**config.mk**
```make
export PLATFORM = sky130hd
export DESIGN_NAME = mux16_rr_scheduler_flat
export DESIGN_NICKNAME = d
export VERILOG_FILES = /design/src/rtl/mux16_rr_scheduler_if.sv /design/src/rtl/mux16_rr_scheduler.sv /design/src/flat_wrapper.sv
export SDC_FILE = /design/constraint.sdc
export NUM_CORES = 1
export LEC_CHECK = 0
export BUFFER_PORTS_ARGS = -buffer_cell sky130_fd_sc_hd__buf_2
export CAP_MARGIN = 40
export CORE_ASPECT_RATIO = 0.7
export CORE_MARGIN = 2
export CORE_UTILIZATION = 65
export CTS_CLUSTER_SIZE = 10
export DETAILED_ROUTE_END_ITERATION = 16
export GPL_TIMING_DRIVEN = 0
export HOLD_SLACK_MARGIN = 0.02
export PLACE_DENSITY = 0.92
export REMOVE_ABC_BUFFERS = 1
export SLEW_MARGIN = 30
export SYNTH_ARGS = -nofsm -noshare
export SYNTH_HDL_FRONTEND = slang
export SYNTH_SLANG_ARGS = --single-unit
```
**constraint.sdc**
```tcl
create_clock -name clk -period 9 [get_ports clk]
set_input_delay 0.45 -clock clk [delete_from_list [all_inputs] [get_ports clk]]
set_output_delay 0.45 -clock clk [all_outputs]
set_load 0.02 [all_outputs]
```
**src/rtl/mux16_rr_scheduler_if.sv**
```systemverilog
// Request/grant bundle between a 16:1 mux round-robin scheduler and its requesters/consumer.
// Pure wiring: no latency; the consumer's only flow control is ack.
interface mux16_rr_scheduler_if;
   logic        en;
   logic [15:0] req;
   logic        ack;
   logic [3:0]  sel;
   logic [15:0] gnt;
   logic        gnt_valid;
   logic        timeout;

   modport master (output en, req, ack, input sel, gnt, gnt_valid, timeout);
   modport slave  (input en, req, ack, output sel, gnt, gnt_valid, timeout);
endinterface

```
**src/rtl/mux16_rr_scheduler.sv**
```systemverilog
// Round-robin grant scheduler driving a 16:1 mux select; grant appears 1 cycle after request in IDLE.
// Grant is held until ack, request withdrawal or TIMEOUT expiry, followed by one idle RELEASE cycle.
module mux16_rr_scheduler #(
   parameter int TIMEOUT = 15
) (
   input logic                  clk,
   input logic                  rst_n,
   mux16_rr_scheduler_if.slave  bus
);
   localparam int CW = (TIMEOUT > 0) ? $clog2(TIMEOUT + 1) : 1;
   localparam logic [CW:0] TO_LIM = (CW + 1)'(TIMEOUT);

   typedef enum logic [1:0] {IDLE = 2'd0, GRANT = 2'd1, RELEASE = 2'd2} state_t;

   state_t        state, state_nxt;
   logic [3:0]    ptr, ptr_nxt;
   logic [3:0]    sel_q, sel_nxt;
   logic [3:0]    pick;
   logic          found;
   logic [15:0]   gnt_q, gnt_nxt;
   logic          gv_q, gv_nxt;
   logic          to_q, to_nxt;
   logic [CW-1:0] cnt, cnt_nxt;
   logic          any_req, rel_ack, rel_wd, rel_to, release_g;

   assign any_req   = |bus.req;
   assign rel_ack   = bus.ack;
   assign rel_wd    = !bus.req[sel_q];
   // cnt holds completed grant cycles, so the current edge ends cycle cnt+1
   assign rel_to    = (TIMEOUT != 0) && (({1'b0, cnt} + 1'b1) == TO_LIM);
   assign release_g = (state == GRANT) && (rel_ack || rel_wd || rel_to);

   always_comb begin
      pick  = ptr;
      found = 1'b0;
      for (int i = 0; i < 16; i++) begin
         if (!found && bus.req[ptr + 4'(i)]) begin
            pick  = ptr + 4'(i);
            found = 1'b1;
         end
      end
   end

   always_ff @(posedge clk or negedge rst_n) begin
      if (!rst_n) begin
         state <= IDLE;
         ptr   <= 4'd0;
         sel_q <= 4'd0;
         gnt_q <= 16'h0;
         gv_q  <= 1'b0;
         to_q  <= 1'b0;
         cnt   <= '0;
      end else begin
         state <= state_nxt;
         ptr   <= ptr_nxt;
         sel_q <= sel_nxt;
         gnt_q <= gnt_nxt;
         gv_q  <= gv_nxt;
         to_q  <= to_nxt;
         cnt   <= cnt_nxt;
      end
   end

   always_comb begin
      state_nxt = state;
      case (state)
         IDLE:    if (bus.en && any_req) state_nxt = GRANT;
         GRANT:   if (release_g) state_nxt = RELEASE;
         RELEASE: state_nxt = IDLE;
         default: state_nxt = IDLE;
      endcase
   end

   always_comb begin
      sel_nxt = sel_q;
      gnt_nxt = gnt_q;
      gv_nxt  = gv_q;
      to_nxt  = 1'b0;
      ptr_nxt = ptr;
      cnt_nxt = cnt;
      case (state)
         IDLE: begin
            if (bus.en && any_req) begin
               sel_nxt = pick;
               gnt_nxt = 16'h1 << pick;
               gv_nxt  = 1'b1;
               cnt_nxt = '0;
            end else begin
               gnt_nxt = 16'h0;
               gv_nxt  = 1'b0;
            end
         end
         GRANT: begin
            if (release_g) begin
               gnt_nxt = 16'h0;
               gv_nxt  = 1'b0;
               ptr_nxt = sel_q + 4'd1;
               // ack or withdrawal in the expiry cycle counts as a normal release
               to_nxt  = rel_to && !rel_ack && !rel_wd;
            end else begin
               cnt_nxt = (&cnt) ? cnt : cnt + 1'b1;
            end
         end
         default: begin
            gnt_nxt = 16'h0;
            gv_nxt  = 1'b0;
         end
      endcase
   end

   assign bus.sel       = sel_q;
   assign bus.gnt       = gnt_q;
   assign bus.gnt_valid = gv_q;
   assign bus.timeout   = to_q;
endmodule

```
**src/flat_wrapper.sv**
```systemverilog
// flat-port wrapper written by rule: the top's interface ports become plain ports
module mux16_rr_scheduler_flat 
#(
   parameter int TIMEOUT = 15
)
  (clk, rst_n, bus_en, bus_req, bus_ack, bus_sel, bus_gnt, bus_gnt_valid, bus_timeout);
  mux16_rr_scheduler_if bus_i ();
  input logic clk;
  input logic rst_n;
  input wire logic [$bits(bus_i.en)-1:0] bus_en;
  input wire logic [$bits(bus_i.req)-1:0] bus_req;
  input wire logic [$bits(bus_i.ack)-1:0] bus_ack;
  output wire logic [$bits(bus_i.sel)-1:0] bus_sel;
  output wire logic [$bits(bus_i.gnt)-1:0] bus_gnt;
  output wire logic [$bits(bus_i.gnt_valid)-1:0] bus_gnt_valid;
  output wire logic [$bits(bus_i.timeout)-1:0] bus_timeout;
  assign bus_i.en = bus_en;
  assign bus_i.req = bus_req;
  assign bus_i.ack = bus_ack;
  assign bus_sel = bus_i.sel;
  assign bus_gnt = bus_i.gnt;
  assign bus_gnt_valid = bus_i.gnt_valid;
  assign bus_timeout = bus_i.timeout;
  mux16_rr_scheduler #(.TIMEOUT(TIMEOUT)) u_core (.clk(clk), .rst_n(rst_n), .bus(bus_i));
endmodule
```
Word level (Yosys, flattened, before mapping)

Cells that the tools add are included.

RAM bits: 0
Input bits: 20
Flip-flop bits (word level): 32
Memories: 0
Logic and storage cells: 174
Bits in read-only memories: 0
Output and inout bits: 22
Bits in latches: 0

Add/subtract/negate cells: 18
Divide/modulo/power cells: 0
Shifts and indexed selects: 1
Bitwise gates (word level): 0
Mux-type cells: 79
Reduce and logical (&&, ||, !) cells: 46
$mul: 0
Order comparisons: 17
Equality and inequality tests: 6

Operators by type and width:

| kind                 | count |
|---|---|
| $lt 4x5->1 const B   | 17 |
| $mux 4               | 18 |
| $bmux 1 s4           | 17 |
| $mux 1               | 36 |
| $add 4x4->4 const B  | 8 |
| $mux 16              | 2 |
| $pmux 16 s2          | 1 |
| $logic_and 1x1->1    | 19 |
| $logic_not 1->1      | 17 |
| $add 4x3->4 const B  | 4 |
| $reduce_or 16->1     | 1 |
| $shl 1x4->16 const A | 1 |
| $add 4x1->4 const B  | 3 |
| $add 4x2->4 const B  | 2 |
| $pmux 4 s2           | 1 |
| $reduce_and 4->1     | 2 |
| $reduce_and 2->1     | 3 |
| $add 4x1->5 const B  | 1 |
| $eq 5x4->1 const B   | 1 |
| $mux 2               | 2 |
| $ne 2x1->1 const B   | 2 |
| $ne 2x2->1 const B   | 2 |
| $pmux 2 s2           | 1 |
| $eq 2x1->1 const B   | 1 |
| 4 further kinds      | 5 |

Depth between registers and ports, before layout

Gate-level depths: netlist of the first run.

Depth in word-level cells: 51
Mapped depth: 20
Mapped depth without buffers: 12

Worst setup path before layout of the first run

No wires, ideal clock.

Kind: register to register
Start: register u_core.ptr[1]
End: register u_core.gnt_q[0] (netlist: u_core.bus.gnt[0])
Setup time: 0.096 ns
Setup slack: 4.500 ns
Arrival time: 4.404 ns
Clock period less this slack: 4.500 ns
Cell stages (with the launch flop): 18
Buffers on the path: 5
Path through: dfrtp_1 -> buf_4 -> buf_6 -> clkbuf_1 -> inv_1 -> ha_1 -> buf_6 -> mux2_2 -> mux4_2 -> mux2_2 -> nand2b_4 -> nor4b_4 -> buf_4 -> nand3_2 -> o211ai_2 -> xnor2_1 -> o211ai_1 -> o31ai_1

Longest elaborated chain between the ends: 51
Elaborated cells between the ends (all ways): 110

RTL lines:

| what                                                                 | RTL line                 | text |
|---|---|---|
| start: declaration                                                   | mux16_rr_scheduler.sv:16 | `logic [3:0] ptr, ptr_nxt;` |
| start signal: assignment                                             | mux16_rr_scheduler.sv:55 | `ptr <= ptr_nxt;` |
| parallel branches: the longest is 47 deep, another holds $add 4x1->4 | n/a                      |  |
| $mux 4 *                                                             | mux16_rr_scheduler.sv:37 | `if (!found && bus.req[ptr + 4'(i)]) begin` |
| $shl 1x4->16 *                                                       | mux16_rr_scheduler.sv:85 | `gnt_nxt = 16'h1 << pick;` |
| $mux 16 *                                                            | mux16_rr_scheduler.sv:83 | `if (bus.en && any_req) begin` |
| $pmux 16 s2 *                                                        | mux16_rr_scheduler.sv:81 | `case (state)` |
| end signal: assignment                                               | mux16_rr_scheduler.sv:57 | `gnt_q <= gnt_nxt;` |
| end: declaration                                                     | mux16_rr_scheduler.sv:20 | `logic [15:0] gnt_q, gnt_nxt;` |

Every way passes the cells marked *. The select of a mux whose other input is x is not followed.
A chain may end at the register's enable or synchronous reset.

Worst setup path in the final report of the first run

Start: register u_core.ptr[1]
End: register u_core.gnt_q[5] (netlist: u_core.bus.gnt[5])

The elaborated chain is that of the path after synthesis.

==> results, run 1 <==
- The startpoint of the lowest-slack register-to-register path is u_core.ptr[1]$_DFFE_PN0P_.
- Post-CTS repair changed the size of 0 cells.
- The number of hold buffers added after CTS was 0.
- Measured along the x axis, the die boundary spans 101 µm.
- STA classifies the critical path endpoint as a flop.
- Dividing the final minimum period by the clock period gives 64.9%.
- The clock transition at the registers of the reported paths is 70 ps.
- The critical path's top delay family is simple AND/OR/NAND/NOR gates.
- The number of sinks on the clock net is 32.
- The final net count is 521.
- The CTS root buffer is clkbuf_8.
- The biggest area contributor in the post-synthesis netlist is dfrtp_1.
- In this run the register-to-register setup slack is 3160 ps.
- Global routing finished with a remaining overflow of 0.
- The effective utilization at floorplan is 67.8%.
- The most frequent cell on the critical path is mux2_2.
- The worst max-slew margin expressed relative to the limit is 43.0%.
- Setup violations remaining at the end of the flow were counted as 0.
- The total of fill cells in the finished design is 461.
- The number of max-slew violations in the final report is 0.
- For this design, the slowest cell found on the critical path is ha_2.
- Dividing the detail-routed wire length by the instance count gives 23.3 µm.
- In this run the cell area of the synthesized design comes to 4270 µm².
- The count of input and output buffers is 41.
- The sequential cell area fraction in the yosys report is 18.7%.
- The critical path is of the flop to flop type.
- The critical path capture point is u_core.bus.gnt[5]$_DFFE_PN0P_.
- The instance count of the mapped netlist is 463.
- The worst setup path is launched from a flop.
- The share of async-settable or async-resettable flops after synthesis is 100%.
- 0 antenna diodes ended up in the layout.
- Entering global routing, the biggest net connects 33 pins.
- Yosys instantiated no cell more often than nand2_1.
- After clock tree synthesis, the setup repair step added 0 buffers.
- TritonCTS built the clock tree.
- The residual antenna-violating net count after detailed routing is 0.
- The flow ran to the end, and the final reports show no timing, DRC or antenna violations.
- The number of core rows is 24.
- The clock tree synthesis step divided the H-tree into 2 levels.
- From synthesis to final layout, the design area changed by 7.35%.
- The routed design could run at a clock period as short as 5840 ps.
- The first global-routing pass estimated 21.1 mm of wire.
- The transition at the pin with the smallest max-transition slack is 852 ps.
- STA puts the critical path data arrival time at 5990 ps.
- Walking the worst path, the cells encountered are inv_1 -> ha_2 -> mux2_2 -> mux4_2 -> mux2_2 -> nand2b_4 -> nor4b_4 -> nand4_1 -> or3b_1 -> o21ai_2 -> o22a_1 -> o31ai_1.
- After global routing, the most crowded layer is met2.
- The path class of the tightest hold or removal check is primary input to asynchronous set/reset pin.
- The largest fanout on the critical path is 30.
- The path length in cells of the critical path is 12.
- The count of flip-flops with a built-in enable after synthesis is 0.
- The core region is 6310 µm².
- The congestion estimate from routability-driven global placement came to 1.01.
- By count the netlist is led by nand2_1, dfrtp_1, mux4_2, mux2_2, mux2i_1.
- In this run the critical register-to-register path is captured at u_core.bus.gnt[5]$_DFFE_PN0P_.
- For this block, the routed nets add up to 13.3 mm of wire.
- For this run, the detailed router's first-pass iteration total came to 6.
- Measured along the y axis, the die boundary spans 71.8 µm.
- The die covers 7250 µm².
- The number of violations reported at the end of detailed-routing iteration 0 is 584.
- For met3 alone, demand over resource in global routing was 8.88%.
- The most critical setup path has its startpoint at u_core.ptr[1]$_DFFE_PN0P_.
- The number of global-route vias before repair was 3,916.
- STA puts the critical path data required time at 9150 ps.
- The mean area per synthesized cell is 9.23 µm².
- The clock latency on the worst-skew pair is 290 ps.
- The number of distinct library cells after synthesis is 69.
- The via count is 4,390.
- The largest single stage delay on the critical path is 900 ps.
- For this run, the number of Yosys warnings is 0.
- The final clock skew is 9.49 ps.
- The count of buffering cells on the critical path with inverters included is 1.
- Once detailed placement completed, the half-perimeter wirelength came to 9.66 mm.
- The logic depth of the worst register-to-register path is 12.
- In the global route stage, met1 resource usage came out at 54.9%.
- Global routing used 56.4% of the available met2 tracks.
- Derived from the worst setup path, the maximum achievable clock frequency is 0.171 GHz.
- The initial antenna violation count is 0.
- Dividing the detail-routed via count by the number of cells gives 7.70.
- For this design the top-level I/O count stands at 42.
- The fraction of final layout cells with drive strength greater than 1 is 27.0%.
- The max capacitance violation total is 0.
- The count of endpoints failing hold in the final timing report is 0.
- For this run, design rule violations remaining after detail routing come to 0.
- The number of buffers created by CTS is 5.
- Of the post-synthesis cell area, the dominant cell type holds 18.7%.
- Setup repair after global routing left no endpoint under its margin.
- Summed over all failing endpoints, the final setup total negative slack is 0 ps.
- Among all flip-flop cells after synthesis, the most frequent one is dfrtp_1.
- The number of synthesized register bits is 32.
- Sorting the synthesized cells by area gives the leading types as dfrtp_1, mux4_2, mux2_2.
- The maximum clock insertion buffer count is 2.
- The total track usage is 37.3%.
## worst min path at each step
stage	to	cells after the start
CTS	u_core.bus.sel[2]$_DFFE_PN0P_	1
finish	u_core.bus.sel[2]$_DFFE_PN0P_	1
detailed placement	u_core.bus.gnt[11]$_DFFE_PN0P_	2
floorplan	u_core.bus.gnt[0]$_DFFE_PN0P_	0
global placement	u_core.bus.gnt[12]$_DFFE_PN0P_	2
global route	u_core.bus.sel[2]$_DFFE_PN0P_	1
## per-stage QoR
| step | util [%] | cell area (µm²) | worst slack, ps | std cells | hold slack, ps |
|---|---|---|---|---|---|
| global route | 72.8 | 4590 | 2910 | 570 | 262 |
| CTS | 72.7 | 4580 | 3280 | 569 | 222 |
| finish | 72.8 | 4590 | 3160 | 570 | 204 |
| global placement | 70.3 | 4430 | 2660 | 557 | 456 |
| detailed placement | 71.2 | 4490 | 3290 | 561 | 461 |
| floorplan | - | 4130 | 3720 | 438 | 154 |
## cells by family after synthesis
group | synth area share [%]
simple gates | 17.3
fa+ha+maj | 2.93
flops | 18.7
compound gates | 21.4
xor+xnor | 3.89
mux | 31.6
buf+inv | 4.16
## metal layers
layer	routed length, µm	share of wire, %	up-vias
met2	5740	43	394
met4	389	2.9	0
li1	-	-	1875
met3	1830	14	61
met1	5300	40	2060
met5	0	0	-
## worst reg2reg max path, stage by stage, from the launching register on
cell and delay [ps]:
dfrtp_2 820, inv_1 390, ha_2 910, mux2_2 440, mux4_2 580, mux2_2 360
nand2b_4 190, nor4b_4 670, nand4_1 290, or3b_1 440, o21ai_2 100, o22a_1 380
o31ai_1 140
## cell usage in the layout (no fill, tap or decap), drive strengths merged, types with 6 or more instances in the layout
cell	netlist	layout
a21oi	22	22
a31oi	8	8
buf	18	46
clkbuf	7	6
dfrtp	32	32
ha	10	10
inv	8	8
mux2	31	31
mux2i	30	30
mux4	31	31
nand2	56	56
nand2b	6	6
nand3	21	21
nor2	23	23
o211ai	12	12
o21ai	29	29
o31ai	20	20
xnor2	14	14
## layout make-up
| cell class | instances | area, µm² | area share (%) |
|---|---|---|---|
| Clock buffer | 6 | 82.6 | 1.80 |
| Clock inverter | 2 | 10.0 | 0.218 |
| Inverter | 9 | 33.8 | 0.736 |
| Multi-Input combinational cell | 397 | 3300 | 72.0 |
| Sequential cell | 32 | 802 | 17.5 |
| Tap cell | 78 | 97.6 | 2.13 |
| Timing Repair Buffer | 46 | 260 | 5.67 |
## registers in the layout, indices dropped and copies added, names as in the netlist
| name | cells |
|---|---|
| u_core.bus.gnt | 16 |
| u_core.ptr | 4 |
| u_core.bus.sel | 4 |
| u_core.bus.gnt_valid | 1 |
| u_core.bus.timeout | 1 |
| u_core.cnt | 4 |
| u_core.state | 2 |
Power of run 1 is not shown: default switching activity piles up to over one toggle a cycle in this logic, so the estimate is an artifact.
==> run 2, diff against run 1 <==
Settings changed: ABC_AREA from default to 1, CORE_UTILIZATION 65 to 54, PLACE_DENSITY 0.92 to 0.83.
Clock period 9 ns to 5 ns, I/O delays scaled along.
==> results, run 2 <==
- STA classifies the critical path endpoint as a flop.
- The residual antenna-violating net count after detailed routing is 0.
- At the worst endpoint, the arrival time is 4820 ps.
- The final wirelength is 9.33 mm.
- The die height is 69.4 µm.
- The count of endpoints failing hold in the final timing report is 0.
- For this run, the share of the core covered by cells in the final layout is 63.3%.
- The critical path is of the flop to flop type.
- TritonCTS built the clock tree.
- The clock transition at the registers of the reported paths is 70 ps.
- The total of fill cells in the finished design is 566.
- Setup repair after global routing left no endpoint under its margin.
- After routing, the total negative slack on setup checks comes to 0 ps.
- The number of max-slew violations in the final report is 0.
- The later pin in the worst-skew pair is clocked with a latency of 280 ps.
- The effective utilization at floorplan is 56.8%.
- The floorplan step defined a die boundary enclosing 6770 µm².
- The antenna diode count is 0.
- During placement, the flow inserted port buffers numbering 41.
- The register with the most flip-flops in the layout has 16 of them.
- The number of sinks on the clock net is 32.
- The startpoint type of the worst setup path is a flop.
- In this run the worst path has a maximum fanout of 15.
- The quantity of hold-fixing buffers added after cts is 0.
- The final net count is 622.
- The library cell used most frequently in the layout, excluding fill and tap cells, is nand2_1.
- The path class of the lowest-slack min-delay path is primary input to asynchronous set/reset pin.
- The smallest setup slack after layout is 406 ps.
- For the final database, setup skew stands at 3.75 ps.
- Dividing the detail-routed via count by the number of cells gives 5.79.
- Summed over all layers, the global routing overflow is 0.
- Clock tree synthesis inserted a total of 5 buffers.
- Entering global routing, the biggest net connects 33 pins.
- The worst path required time is 5220 ps.
- The proportion of netlist area held by the largest area contributor is 24.3%.
- The final cell count without fillers is 668.
- Derived from the worst setup path, the maximum achievable clock frequency is 0.218 GHz.
- At the end of routability-driven placement, the weighted congestion stood at 1.05.
- In the finished design, the share of the clock period the worst path needs comes to 91.9%.
- Broken down by cell family, the worst path's largest delay share belongs to simple AND/OR/NAND/NOR gates.
- After detailed routing, the average wire length per cell comes to 14.0 µm.
- The number of failing setup endpoints in the final timing report is 0.
- The Yosys step of the flow raised 0 warnings.
- The run finished with clean final reports.
- The final route contains 3,866 vias.
- After synthesis, the cell types taking the most area are dfrtp_1, nand2_1, nand3_1.
- The detailed router finished its first iteration with 335 violations.
- The sum of net half-perimeters after detailed placement is 7.20 mm.
- In the synthesized netlist the dominant register cell turns out to be dfrtp_1.
- The number of distinct library cells after synthesis is 38.
- The instance count of the mapped netlist is 553.
- The number of iterations in the first detailed-routing pass is 5.
- The area growth from synthesis to layout is 11.4%.
- The clock passes through at most 2 buffers.
- The most common cell in the synthesized netlist is nand2_1.
- By count the netlist is led by nand2_1, nand3_1, inv_1, o21ai_0, dfrtp_1.
- The initial antenna violation count was 0.
- For the pin with the worst max-slew slack, the measured transition is 690 ps.
- The library cells used most frequently in the layout, excluding fill and tap cells, are nand2_1, nand3_1, inv_1.
- The worst max-slew margin expressed relative to the limit is 54.0%.
- The area inside the core boundary is 5810 µm².
- The tool flagged a number of max-cap violations equal to 0.
- In the routed design, unresolved DRC markers number 0.
- The master of the slowest instance on the critical path is dfrtp_2.
- The floorplan step set the die width to 97.5 µm.
- The fraction of final layout cells with drive strength greater than 1 is 12.8%.
- The share of async-settable or async-resettable flops after synthesis is 100%.
- Each instance of the synthesized netlist takes up on average 5.97 µm².
- The netlist area before placement is 3300 µm².
- The number of global-route vias before repair is 3,381.
- The total track usage is 28.6%.
- The count of flip-flops with a built-in enable after synthesis is 0.
- Summed over all instances, the cell type with the most area after synthesis is dfrtp_1.
- The cell that appears most often on the critical path is nand2_1.
- The count of buffering cells on the critical path with inverters included is 5.
- After layout, the minimum clock period comes to 4590 ps.
- The setup slack at placement is 37.9 ps.
- The wire length of the first global-routing pass is 16.0 mm.
- The delay of the slowest critical-path stage is 600 ps.
- The CTS root buffer is clkbuf_8.
- The number of placed instances with taps included is 656.
- The number of core rows is 23.
- The H-tree was split into 2 levels.
- In this run the count of I/O pins placed on the die edge is 42.
- The sequential cell area fraction in the yosys report is 24.3%.
- Synthesis inferred 32 register bits.
[run 2: changes by cell type after synthesis, moves of 20 or more]
cell,before,now
mux2i_1,29,2
mux4_2,31,0
nand3_1,20,91
mux2_2,30,0
o31ai_1,20,0
nand2_1,56,197
inv_1,6,61
[run 2: area by class of cell]
cell class | instances | area, µm² | area share, %
inverter | 68 | 267 | 7.25
timing repair buffer | 45 | 235 | 6.40
sequential | 32 | 807 | 21.9
clock buffer | 8 | 90.1 | 2.45
tap | 75 | 93.8 | 2.55
multi-input combinational | 440 | 2180 | 59.4
[run 2: routing by layer]
layer,part of all wire (%),track usage (%),vias to the layer above
met5,0,0,-
met4,0.70,3.24,0
met3,11,4.54,10
met2,42,44.1,188
met1,46,43.6,1768
li1,-,-,1900
[run 2: final timing paths]
kind                                                   from                               end  slack (ps)  cells past startpoint
setup / recovery                  u_core.ptr[1]$_DFFE_PN0P_     u_core.bus.gnt[3]$_DFFE_PN0P_         410                     31
hold / removal                                        rst_n     u_core.bus.gnt[5]$_DFFE_PN0P_           2                      1
setup reg to reg                  u_core.ptr[1]$_DFFE_PN0P_     u_core.bus.gnt[3]$_DFFE_PN0P_         410                     31
hold reg to reg            u_core.bus.gnt_valid$_DFFE_PN0P_  u_core.bus.gnt_valid$_DFFE_PN0P_         470                      2
max in group asynchronous                             rst_n         u_core.ptr[0]$_DFFE_PN0P_        4490                      1
min in group clk                                    bus_ack      u_core.bus.timeout$_DFF_PN0_         270                      3
[run 2: cell families (layout without fill, tap and decap cells)]
| group | count (synthesis) | in the layout | synth area share, % |
|---|---|---|---|
| AOI/OAI and AO/OA | 62 | 62 | 10.3 |
| and+or+nand+nor | 355 | 355 | 47.7 |
| DFF | 32 | 32 | 24.3 |
| muxes | 2 | 2 | 0.606 |
| adders and majority gates | 10 | 10 | 3.79 |
| buffers and inverters | 81 | 121 | 9.97 |
| xor gates and xnor gates | 11 | 11 | 3.37 |
[run 2: what timing repair did]
item                       in CTS  in global routing
setup endpoints to repair       0                 20
hold endpoints to repair        0                  0
gates resized for setup         0                  9
setup buffers                   0                  4
[run 2: metrics by stage]
| step | cell area (µm²) | hold WS (ps) |
|---|---|---|
| finish | 3680 | 2.03 |
| global route | 3680 | 66.3 |
| CTS | 3620 | 24.0 |
| detailed placement | 3530 | 338 |
| global placement | 3530 | 324 |
| floorplan | 3230 | -45.6 |
Power of run 2 is left out for the same reason.
